### config.mk
export PLATFORM = sky130hd
export DESIGN_NAME = pipe_hazard_ctrl
export DESIGN_NICKNAME = d
export VERILOG_FILES = /design/src/rtl/pipe_hazard_ctrl.sv
export SDC_FILE = /design/constraint.sdc
export NUM_CORES = 1
export LEC_CHECK = 0
export CAP_MARGIN = 5
export CORE_MARGIN = 5
export CORE_UTILIZATION = 30
export CTS_BUF_LIST = sky130_fd_sc_hd__clkbuf_4 sky130_fd_sc_hd__clkbuf_8
export DETAILED_ROUTE_END_ITERATION = 8
export GPL_ROUTABILITY_DRIVEN = 0
export GPL_TIMING_DRIVEN = 1
export HOLD_SLACK_MARGIN = 0.1
export SYNTH_ARGS = -nofsm -noshare
export SYNTH_HDL_FRONTEND = slang
export SYNTH_SLANG_ARGS = --single-unit
### constraint.sdc
create_clock -name clk -period 6 [get_ports clk]
set_clock_uncertainty 0.2 [all_clocks]
set_input_delay 0.9 -clock clk [delete_from_list [all_inputs] [get_ports clk]]
set_output_delay 0.9 -clock clk [all_outputs]
set_load 0.01 [all_outputs]
### src/rtl/pipe_hazard_ctrl.sv
// Control-bundle pipeline ID->EX->MEM->WB with load-use stall, operand forwarding
// selects, taken-branch IF/ID flush and a saturating stall-cycle debug counter.
module pipe_hazard_ctrl #(
    parameter int unsigned CTRL_W      = 12,
    parameter int unsigned RA_W        = 4,
    parameter int unsigned LOAD_LAT    = 1,
    parameter int unsigned PC_REG      = 15,
    parameter int unsigned STALL_CNT_W = 16
) (
    input  logic              clk,
    input  logic              reset,
    input  logic              id_valid,
    input  logic [CTRL_W-1:0] id_ctrl,
    input  logic              id_rf_en,
    input  logic              id_load,
    input  logic [RA_W-1:0]   id_rd,
    input  logic [RA_W-1:0]   id_rn,
    input  logic [RA_W-1:0]   id_rm,
    input  logic              id_use_rn,
    input  logic              id_use_rm,
    input  logic              branch_taken,
    output logic              pc_le,
    output logic              ifid_le,
    output logic              ifid_flush,
    output logic [CTRL_W-1:0] ex_ctrl,
    output logic [CTRL_W-1:0] mem_ctrl,
    output logic [CTRL_W-1:0] wb_ctrl,
    output logic              ex_valid,
    output logic              mem_valid,
    output logic              wb_valid,
    output logic [1:0]        fwd_a,
    output logic [1:0]        fwd_b,
    output logic [15:0]       stall_count
);

    localparam logic [RA_W-1:0] PC_IDX = RA_W'(PC_REG);
    localparam bit              LAT2   = (LOAD_LAT == 2);

    localparam logic [1:0] SEL_RF  = 2'b00;
    localparam logic [1:0] SEL_EX  = 2'b01;
    localparam logic [1:0] SEL_MEM = 2'b10;
    localparam logic [1:0] SEL_WB  = 2'b11;

    typedef struct packed {
        logic              valid;
        logic [CTRL_W-1:0] ctrl;
        logic              rf_en;
        logic              load;
        logic [RA_W-1:0]   rd;
    } stage_t;

    // WB is the last consumer, so it does not need to remember the load flag.
    typedef struct packed {
        logic              valid;
        logic [CTRL_W-1:0] ctrl;
        logic              rf_en;
        logic [RA_W-1:0]   rd;
    } wb_stage_t;

    stage_t                 id_entry;
    stage_t                 ex_q;
    stage_t                 mem_q;
    wb_stage_t              wb_q;
    logic [STALL_CNT_W-1:0] cnt_q;

    logic rn_ex, rn_mem, rn_wb;
    logic rm_ex, rm_mem, rm_wb;
    logic ex_load_hit, mem_load_hit;
    logic stall;

    function automatic logic src_match(
        input logic            s_valid,
        input logic            s_rf_en,
        input logic [RA_W-1:0] s_rd,
        input logic [RA_W-1:0] src,
        input logic            use_src
    );
        return s_valid & s_rf_en & (s_rd == src) & use_src & (src != PC_IDX);
    endfunction

    // Youngest matching producer decides; a load that cannot deliver yet yields the RF path.
    function automatic logic [1:0] fwd_sel(
        input logic m_ex,
        input logic m_mem,
        input logic m_wb,
        input logic ex_ld,
        input logic mem_ld
    );
        logic [1:0] sel;
        sel = SEL_RF;
        if (m_ex) begin
            sel = ex_ld ? SEL_RF : SEL_EX;
        end else if (m_mem) begin
            sel = (LAT2 && mem_ld) ? SEL_RF : SEL_MEM;
        end else if (m_wb) begin
            sel = SEL_WB;
        end
        return sel;
    endfunction

    // Source-versus-stage destination compares
    always_comb begin
        rn_ex  = src_match(ex_q.valid,  ex_q.rf_en,  ex_q.rd,  id_rn, id_use_rn);
        rn_mem = src_match(mem_q.valid, mem_q.rf_en, mem_q.rd, id_rn, id_use_rn);
        rn_wb  = src_match(wb_q.valid,  wb_q.rf_en,  wb_q.rd,  id_rn, id_use_rn);
        rm_ex  = src_match(ex_q.valid,  ex_q.rf_en,  ex_q.rd,  id_rm, id_use_rm);
        rm_mem = src_match(mem_q.valid, mem_q.rf_en, mem_q.rd, id_rm, id_use_rm);
        rm_wb  = src_match(wb_q.valid,  wb_q.rf_en,  wb_q.rd,  id_rm, id_use_rm);
    end

    // Load-use hazard detection
    always_comb begin
        ex_load_hit  = (rn_ex | rm_ex) & ex_q.load;
        mem_load_hit = LAT2 & (rn_mem | rm_mem) & mem_q.load;
        stall        = id_valid & (ex_load_hit | mem_load_hit);
    end

    always_comb begin
        fwd_a = fwd_sel(rn_ex, rn_mem, rn_wb, ex_q.load, mem_q.load);
        fwd_b = fwd_sel(rm_ex, rm_mem, rm_wb, ex_q.load, mem_q.load);
    end

    assign pc_le      = ~stall;
    assign ifid_le    = ~stall;
    assign ifid_flush = branch_taken & id_valid & ~stall;

    // Invalid ID slots enter EX as all-zero so downstream ctrl reads 0.
    always_comb begin
        id_entry = '0;
        if (id_valid) begin
            id_entry.valid = 1'b1;
            id_entry.ctrl  = id_ctrl;
            id_entry.rf_en = id_rf_en;
            id_entry.load  = id_load;
            id_entry.rd    = id_rd;
        end
    end

    always_ff @(posedge clk or posedge reset) begin
        if (reset) begin
            ex_q  <= '0;
            mem_q <= '0;
            wb_q  <= '0;
            cnt_q <= '0;
        end else begin
            ex_q        <= stall ? '0 : id_entry;
            mem_q       <= ex_q;
            wb_q.valid  <= mem_q.valid;
            wb_q.ctrl   <= mem_q.ctrl;
            wb_q.rf_en  <= mem_q.rf_en;
            wb_q.rd     <= mem_q.rd;
            if (stall && (cnt_q != '1)) begin
                cnt_q <= cnt_q + STALL_CNT_W'(1);
            end
        end
    end

    assign ex_valid    = ex_q.valid;
    assign mem_valid   = mem_q.valid;
    assign wb_valid    = wb_q.valid;
    assign ex_ctrl     = ex_q.ctrl;
    assign mem_ctrl    = mem_q.ctrl;
    assign wb_ctrl     = wb_q.ctrl;
    assign stall_count = 16'(cnt_q);

endmodule

==> summary.md, run 1 <==
| Metric | Value |
|---|---|
| Outcome | `finished clean` |
| Hold Buf Count CTS | `0` |
| Post-synth EDFFs | `0` |
| Number of buffers created by CTS | `9` |
| Worst Hold Endpoint | `mem_ctrl[9]` |
| WS Path Type | `input pin to primary output` |
| Synth area leader | `dfrtp_1` |
| Post-route minimum period | `4390 ps` |
| Most common cell in the netlist | `dfrtp_1` |
| Layout filler cell count | `954` |
| P_leak | `1.66 nW` |
| Initial antenna violation count | `0` |
| Total GRT Usage | `0.108` |
| Die height | `109 µm` |
| Synthesis Warnings | `0` |
| Clock root buffer | `clkbuf_8` |
| Floorplan row count | `36` |
| Worst-Margin Slew | `664 ps` |
| Final slew viol count | `0` |
| Critical Path AT | `3290 ps` |
| Proportion of power drawn by the clock network | `0.386` |
| Register bit count reported by yosys | `71` |
| First-pass GRT wire length | `9700 µm` |
| Wire per inst | `13.7 µm` |
| R2R setup slack | `3620 ps` |
| Sw frac | `0.220` |
| Drt first-iter violations | `22` |
| Syn avg cell area | `12.3 µm²` |
| Peak VDD IR | `0.0706 mV` |
| Worst skew pair latency | `330 ps` |
| Register area share after synthesis | `0.600` |
| Synthesized cell area | `0.00296 mm²` |
| Share of flip-flops with an asynchronous set or reset | `1.00` |
| Fraction of the cycle the final worst path needs | `0.732` |
| H-tree lvl count | `3` |
| Total number of vias | `1862` |
| Fmax | `0.228 GHz` |
| RSZ-0062 raised after global routing | `no` |
| Vias per cell | `4.20` |
| Final setup violation count | `0` |
| DP HPWL | `4620 µm` |
| Reg power frac | `0.515` |
| CORE AREA | `0.00968 mm²` |
| Area grow syn2layout | `34.2%` |
| Top cells by area, synth | `dfrtp_1 60%, xnor2_1 9.8%, buf_4 9.4%` |
| Final TNS setup | `0 ps` |
| Cells after Synth | `241` |
| IO buf count | `93` |
| Total Wirelength | `6070 µm` |
| Startpoint types | `input pin` |
| # resized after CTS | `0` |
| Starting Density | `0.306` |
| Vias in the first global route | `2000` |
| Clock Path Buffers | `2` |
| Crit end category | `primary output` |
| Synth Flop Type | `dfrtp_1` |
| Net switching power | `218 µW` |
| Synth cell types | `32` |
| Max Cap Viol | `0` |
| Syn_nets | `274` |
| Worst reg2reg path endpoint | `stall_count[1]` |
| # diodes | `0` |
| Final hold viol count | `0` |
| R2R depth | `5` |
| Residual DRC | `0` |
| Internal Power | `773 µW` |
| Post-CTS Setup Bufs | `0` |
| Final ANT Viol Nets | `0` |
| Die W | `109 µm` |
| Comb pwr share | `0.099` |
| Final #Nets | `339` |
| Worst hold path type | `flop to flop` |
| Clk sink count | `71` |
| Hold Startpoint | `ex_ctrl[9]` |
| Pwr per Cell Area | `249 mW/mm²` |
| Required time of the worst setup path | `4900 ps` |
| Share of layout cells above drive strength 1 | `0.0710` |
| IO Count | `94` |
| Slew headroom | `0.557` |
| Drt first pass iters | `4` |
| Pre-CTS setup slack | `1590 ps` |
| Share of the synthesized area in the top cell type | `0.600` |
| CTS tree | `built` |
| WHS Path Cells | `0` |
| RR Startpoint | `ex_q[3]` |
| Clock slew at reported path FFs | `70 ps` |
| Final setup margin | `1610 ps` |
| Top post-synthesis cells by count | `71 x dfrtp_1, 37 x buf_4, 33 x xnor2_1` |
| Overall Power | `991 µW` |
| Final Util | `0.410` |
| Die Area | `0.0120 mm²` |
| Largest net degree at the start of global routing | `40` |
| Total grt overflow | `0` |
| Critical path peak fanout | `6` |
cell type report:
class	instances	area [µm²]	area share
clock buffer	12	159	0.0400
clock inverter	3	42.5	0.0107
inverter	4	15.0	0.00378
multi-input combinational	125	868	0.219
sequential	71	1780	0.447
tap	133	166	0.0419
timing repair buffer	95	946	0.238
worst max-delay path, cell delays in order:
cell,delay [ps]
clkdlybuf4s50_1,580
xnor2_1,150
nand2_1,70
or4_1,690
nand2_2,160
a21boi_1,100
and2_1,160
clkdlybuf4s50_1,470
per-stage QoR:
stage | std cells | cell area, µm² | hold WS [ps]
floorplan | 241 | 2960 | 154
global placement | 428 | 3770 | 156
detailed placement | 428 | 3770 | 162
CTS | 443 | 3970 | 174
global route | 443 | 3970 | 176
finish | 443 | 3970 | 172
power by group through the flow:
stage	Combinational, mW	Sequential [mW]	Clock [mW]
after global placement	0.0999	0.520	0
after CTS	0.101	0.511	0.402
after floorplan	0.0559	0.517	0
after global routing	0.108	0.513	0.420
final	0.0982	0.511	0.382
after detailed placement	0.101	0.520	0
state kept, by name (all words and copies together) (netlist names), 5 cells and up:
signal,count
stall_count,16
ex_ctrl,12
mem_ctrl,12
wb_ctrl,12
ex_q,6
mem_q,5
wb_q,5
layout by cell type, fill, tap and decap left out:
| master | synthesis | final |
|---|---|---|
| xnor2_1 | 33 | 33 |
| a21oi_1 | 1 | 1 |
| clkdlybuf4s50_1 | 0 | 93 |
| bufinv_16 | 0 | 1 |
| clkbuf_4 | 0 | 1 |
| inv_1 | 4 | 3 |
| ha_1 | 1 | 1 |
| inv_2 | 0 | 1 |
| and3_1 | 3 | 3 |
| a21boi_1 | 1 | 1 |
| nand4_1 | 8 | 8 |
| xor2_1 | 5 | 5 |
| buf_4 | 37 | 2 |
| nor3_1 | 4 | 4 |
| a41oi_1 | 1 | 1 |
| o21a_1 | 2 | 2 |
| clkinvlp_4 | 0 | 1 |
| clkinv_2 | 0 | 1 |
| nand3_1 | 16 | 16 |
| a21boi_2 | 1 | 1 |
| or4_4 | 1 | 1 |
| nand2_1 | 12 | 12 |
| dfrtp_1 | 71 | 71 |
| nand2_2 | 1 | 1 |
| a21oi_4 | 1 | 1 |
| and4_1 | 3 | 3 |
| nor2_1 | 2 | 2 |
| clkbuf_8 | 0 | 11 |
| or4_1 | 1 | 1 |
| mux2_1 | 1 | 1 |
| o22ai_1 | 1 | 1 |
| mux2i_1 | 1 | 1 |
| nor4_1 | 3 | 3 |
| nand2b_1 | 1 | 1 |
| o41ai_1 | 1 | 1 |
| and2_1 | 20 | 20 |
per-layer routing:
| metal | share of wire | global-route usage | routed length (µm) | up-vias |
|---|---|---|---|---|
| met1 | 0.43 | 0.131 | 2590 | 897 |
| met3 | 0.070 | 0.0323 | 425 | 14 |
| met5 | 0 | 0 | 0 | - |
| met2 | 0.48 | 0.170 | 2890 | 60 |
| li1 | - | - | - | 891 |
| met4 | 0.028 | 0.0650 | 168 | 0 |
cell families after synthesis:
group	after synthesis	share of synthesized area
compound gates	9	0.0266
xor+xnor	38	0.112
fa+ha+maj	1	0.00422
buf+inv	45	0.107
flops	71	0.600
mux	2	0.00718
simple gates	75	0.143
worst max-delay path by stage:
stage	slack [ps]	start	end	cells after the start
after detailed placement	1590	id_rn[3]	ifid_flush	8
after floorplan	2640	id_rm[2]	ifid_flush	8
after global placement	1630	id_rn[2]	ifid_flush	8
after global routing	1440	id_rn[3]	ifid_le	7
final	1610	id_rn[3]	ifid_flush	8
after CTS	1590	id_rn[3]	ifid_flush	8
No activity file was read; power rests on OpenSTA's default activity.
==> run 2: changes to the inputs <==
==> constraint.sdc (replaced) <==
create_clock -name clk -period 4.5 [get_ports clk]
set_clock_uncertainty 0.2 [all_clocks]
set_input_delay 0.675 -clock clk [delete_from_list [all_inputs] [get_ports clk]]
set_output_delay 0.675 -clock clk [all_outputs]
set_load 0.01 [all_outputs]
==> run 2 against run 1 <==
Against the previous run:
- wire length increased by 3.0%
- worst hold slack improved by 2.1 ps
- die area is the same
- power increased by 33%
==> summary.md, run 2 (synthesis gave the netlist of run 1 again) <==
| Metric | Value |
|---|---|
| Outcome | `finished clean` |
| Top delay family on crit path | `simple AND/OR/NAND/NOR gates` |
| RSZ-0062 raised after global routing | `no` |
| CORE AREA | `0.00968 mm²` |
| # diodes | `0` |
| Pwr per Cell Area | `331 mW/mm²` |
| # resized after CTS | `0` |
| Final hold viol count | `0` |
| Worst skew pair latency | `350 ps` |
| IO buf count | `93` |
| Commonest non-fill, non-tap cell in the layout | `clkdlybuf4s50_1` |
| Critical Path AT | `3060 ps` |
| Max Cap Viol | `0` |
| Crit end category | `primary output` |
| Fraction of the cycle the final worst path needs | `0.875` |
| CP bufs+invs | `2` |
| Startpoint types | `input pin` |
| Critical path peak fanout | `6` |
| Worst hold path type | `flop to flop` |
| Largest net degree at the start of global routing | `41` |
| P_leak | `1.65 nW` |
| Final TNS setup | `0 ps` |
| Post-CTS Setup Bufs | `0` |
| CTS tree | `built` |
| Drt first pass iters | `4` |
| Total GRT Usage | `0.112` |
| Worst-Margin Slew | `812 ps` |
| WP depth | `8` |
| Required time of the worst setup path | `3620 ps` |
| Final setup violation count | `0` |
| First-pass GRT wire length | `9900 µm` |
| WS Path Type | `input pin to primary output` |
| Post-route minimum period | `3940 ps` |
| Max FFs per register | `16` |
| Floorplan row count | `36` |
| Hold Buf Count CTS | `0` |
| Vias per cell | `4.24` |
| Max incr delay on CP | `680 ps` |
| WHS Path Cells | `0` |
| Final slew viol count | `0` |
| Die Area | `0.0120 mm²` |
| Residual DRC | `0` |
| Share of layout cells above drive strength 1 | `0.0740` |
| Clock root buffer | `clkbuf_8` |
| Final #Nets | `339` |
| Peak VDD IR | `0.123 mV` |
| Initial antenna violation count | `0` |
| Wire per inst | `14.1 µm` |
| Most frequent cells in the layout | `93 x clkdlybuf4s50_1, 71 x dfrtp_1, 33 x xnor2_1, 20 x and2_1, 16 x nand3_1` |
| R2R depth | `5` |
| H-tree lvl count | `3` |
| Fmax | `0.254 GHz` |
| Area grow syn2layout | `34.1%` |
| Clock slew at reported path FFs | `70 ps` |
| Final setup margin | `563 ps` |
| Die W | `109 µm` |
| Pre-CTS setup slack | `535 ps` |
| Total grt overflow | `0` |
| CP max-delay cell | `or4_1` |
| Clk sink count | `71` |
| Vias in the first global route | `1984` |
| Slew headroom | `0.458` |
| Drt first-iter violations | `34` |
| Final ANT Viol Nets | `0` |
| Total Wirelength | `6250 µm` |
| Number of buffers created by CTS | `9` |
| IO Count | `94` |
| DP HPWL | `4670 µm` |
| Die height | `109 µm` |
| Most frequent CP cell | `clkdlybuf4s50_1` |
| Total number of vias | `1884` |
| Cell Chain, Critical Path | `clkdlybuf4s50_1, xnor2_1, nand3_1, or4_1, nand2_2, a21boi_1, and2_1, clkdlybuf4s50_1` |
| Clock Path Buffers | `2` |
| Starting Density | `0.306` |
-- run 2: changes by cell type in the layout (fill, tap and decap cells not counted) --
cell / delta
clkinv_2: +2
clkbuf_8: -1
clkbuf_4: -1
clkinvlp_4: +1
-- run 2: cell type report --
cell class / count / area [µm²]
Clock buffer: 10 / 138
Inverter: 4 / 15.0
Sequential cell: 71 / 1780
Multi-Input combinational cell: 125 / 868
Clock inverter: 6 / 60.1
Timing Repair Buffer: 95 / 946
Tap cell: 133 / 166
Fill cell: 937 / 5710
-- run 2: worst paths after layout --
path	start	to	slack [ps]
max in group asynchronous	reset	mem_ctrl[8]	2570
setup reg to reg	ex_q[1]	stall_count[1]	2130
min in group asynchronous	reset	mem_ctrl[5]	610
setup / recovery	id_rn[2]	ifid_flush	560
hold / removal	ex_ctrl[9]	mem_ctrl[9]	170
hold reg to reg	ex_ctrl[9]	mem_ctrl[9]	170
-- run 2: routing by layer --
layer  routed length, µm  track usage  share of wire  vias up
met1                2660        0.131           0.43      915
met5                   0            0              0        -
met2                3050        0.179           0.49       59
met3                 371       0.0282          0.059       13
li1                    -            -              -      897
met4                 165       0.0793          0.026        0
-- run 2: report_power, final --
| part | internal [mW] | switching, mW | leakage, nW | total (mW) |
|---|---|---|---|---|
| sequential | 0.664 | 0.0168 | 0.929 | 0.681 |
| combinational | 0.0774 | 0.0540 | 0.627 | 0.131 |
| clock | 0.268 | 0.235 | 0.0981 | 0.503 |
-- run 2: metrics by stage --
| stage | utilization | hold WS [ps] | cell area, µm² | total power, mW | instances |
|---|---|---|---|---|---|
| 3_3_place_gp | 0.390 | 156 | 3770 | 0.826 | 428 |
| 3_5_place_dp | 0.390 | 160 | 3770 | 0.828 | 428 |
| 4_1_cts | 0.410 | 176 | 3970 | 1.34 | 444 |
| 5_1_grt | 0.410 | 193 | 3970 | 1.37 | 444 |
| 2_1_floorplan | - | 154 | 2960 | 0.764 | 241 |
| 6_report | 0.410 | 174 | 3970 | 1.32 | 444 |
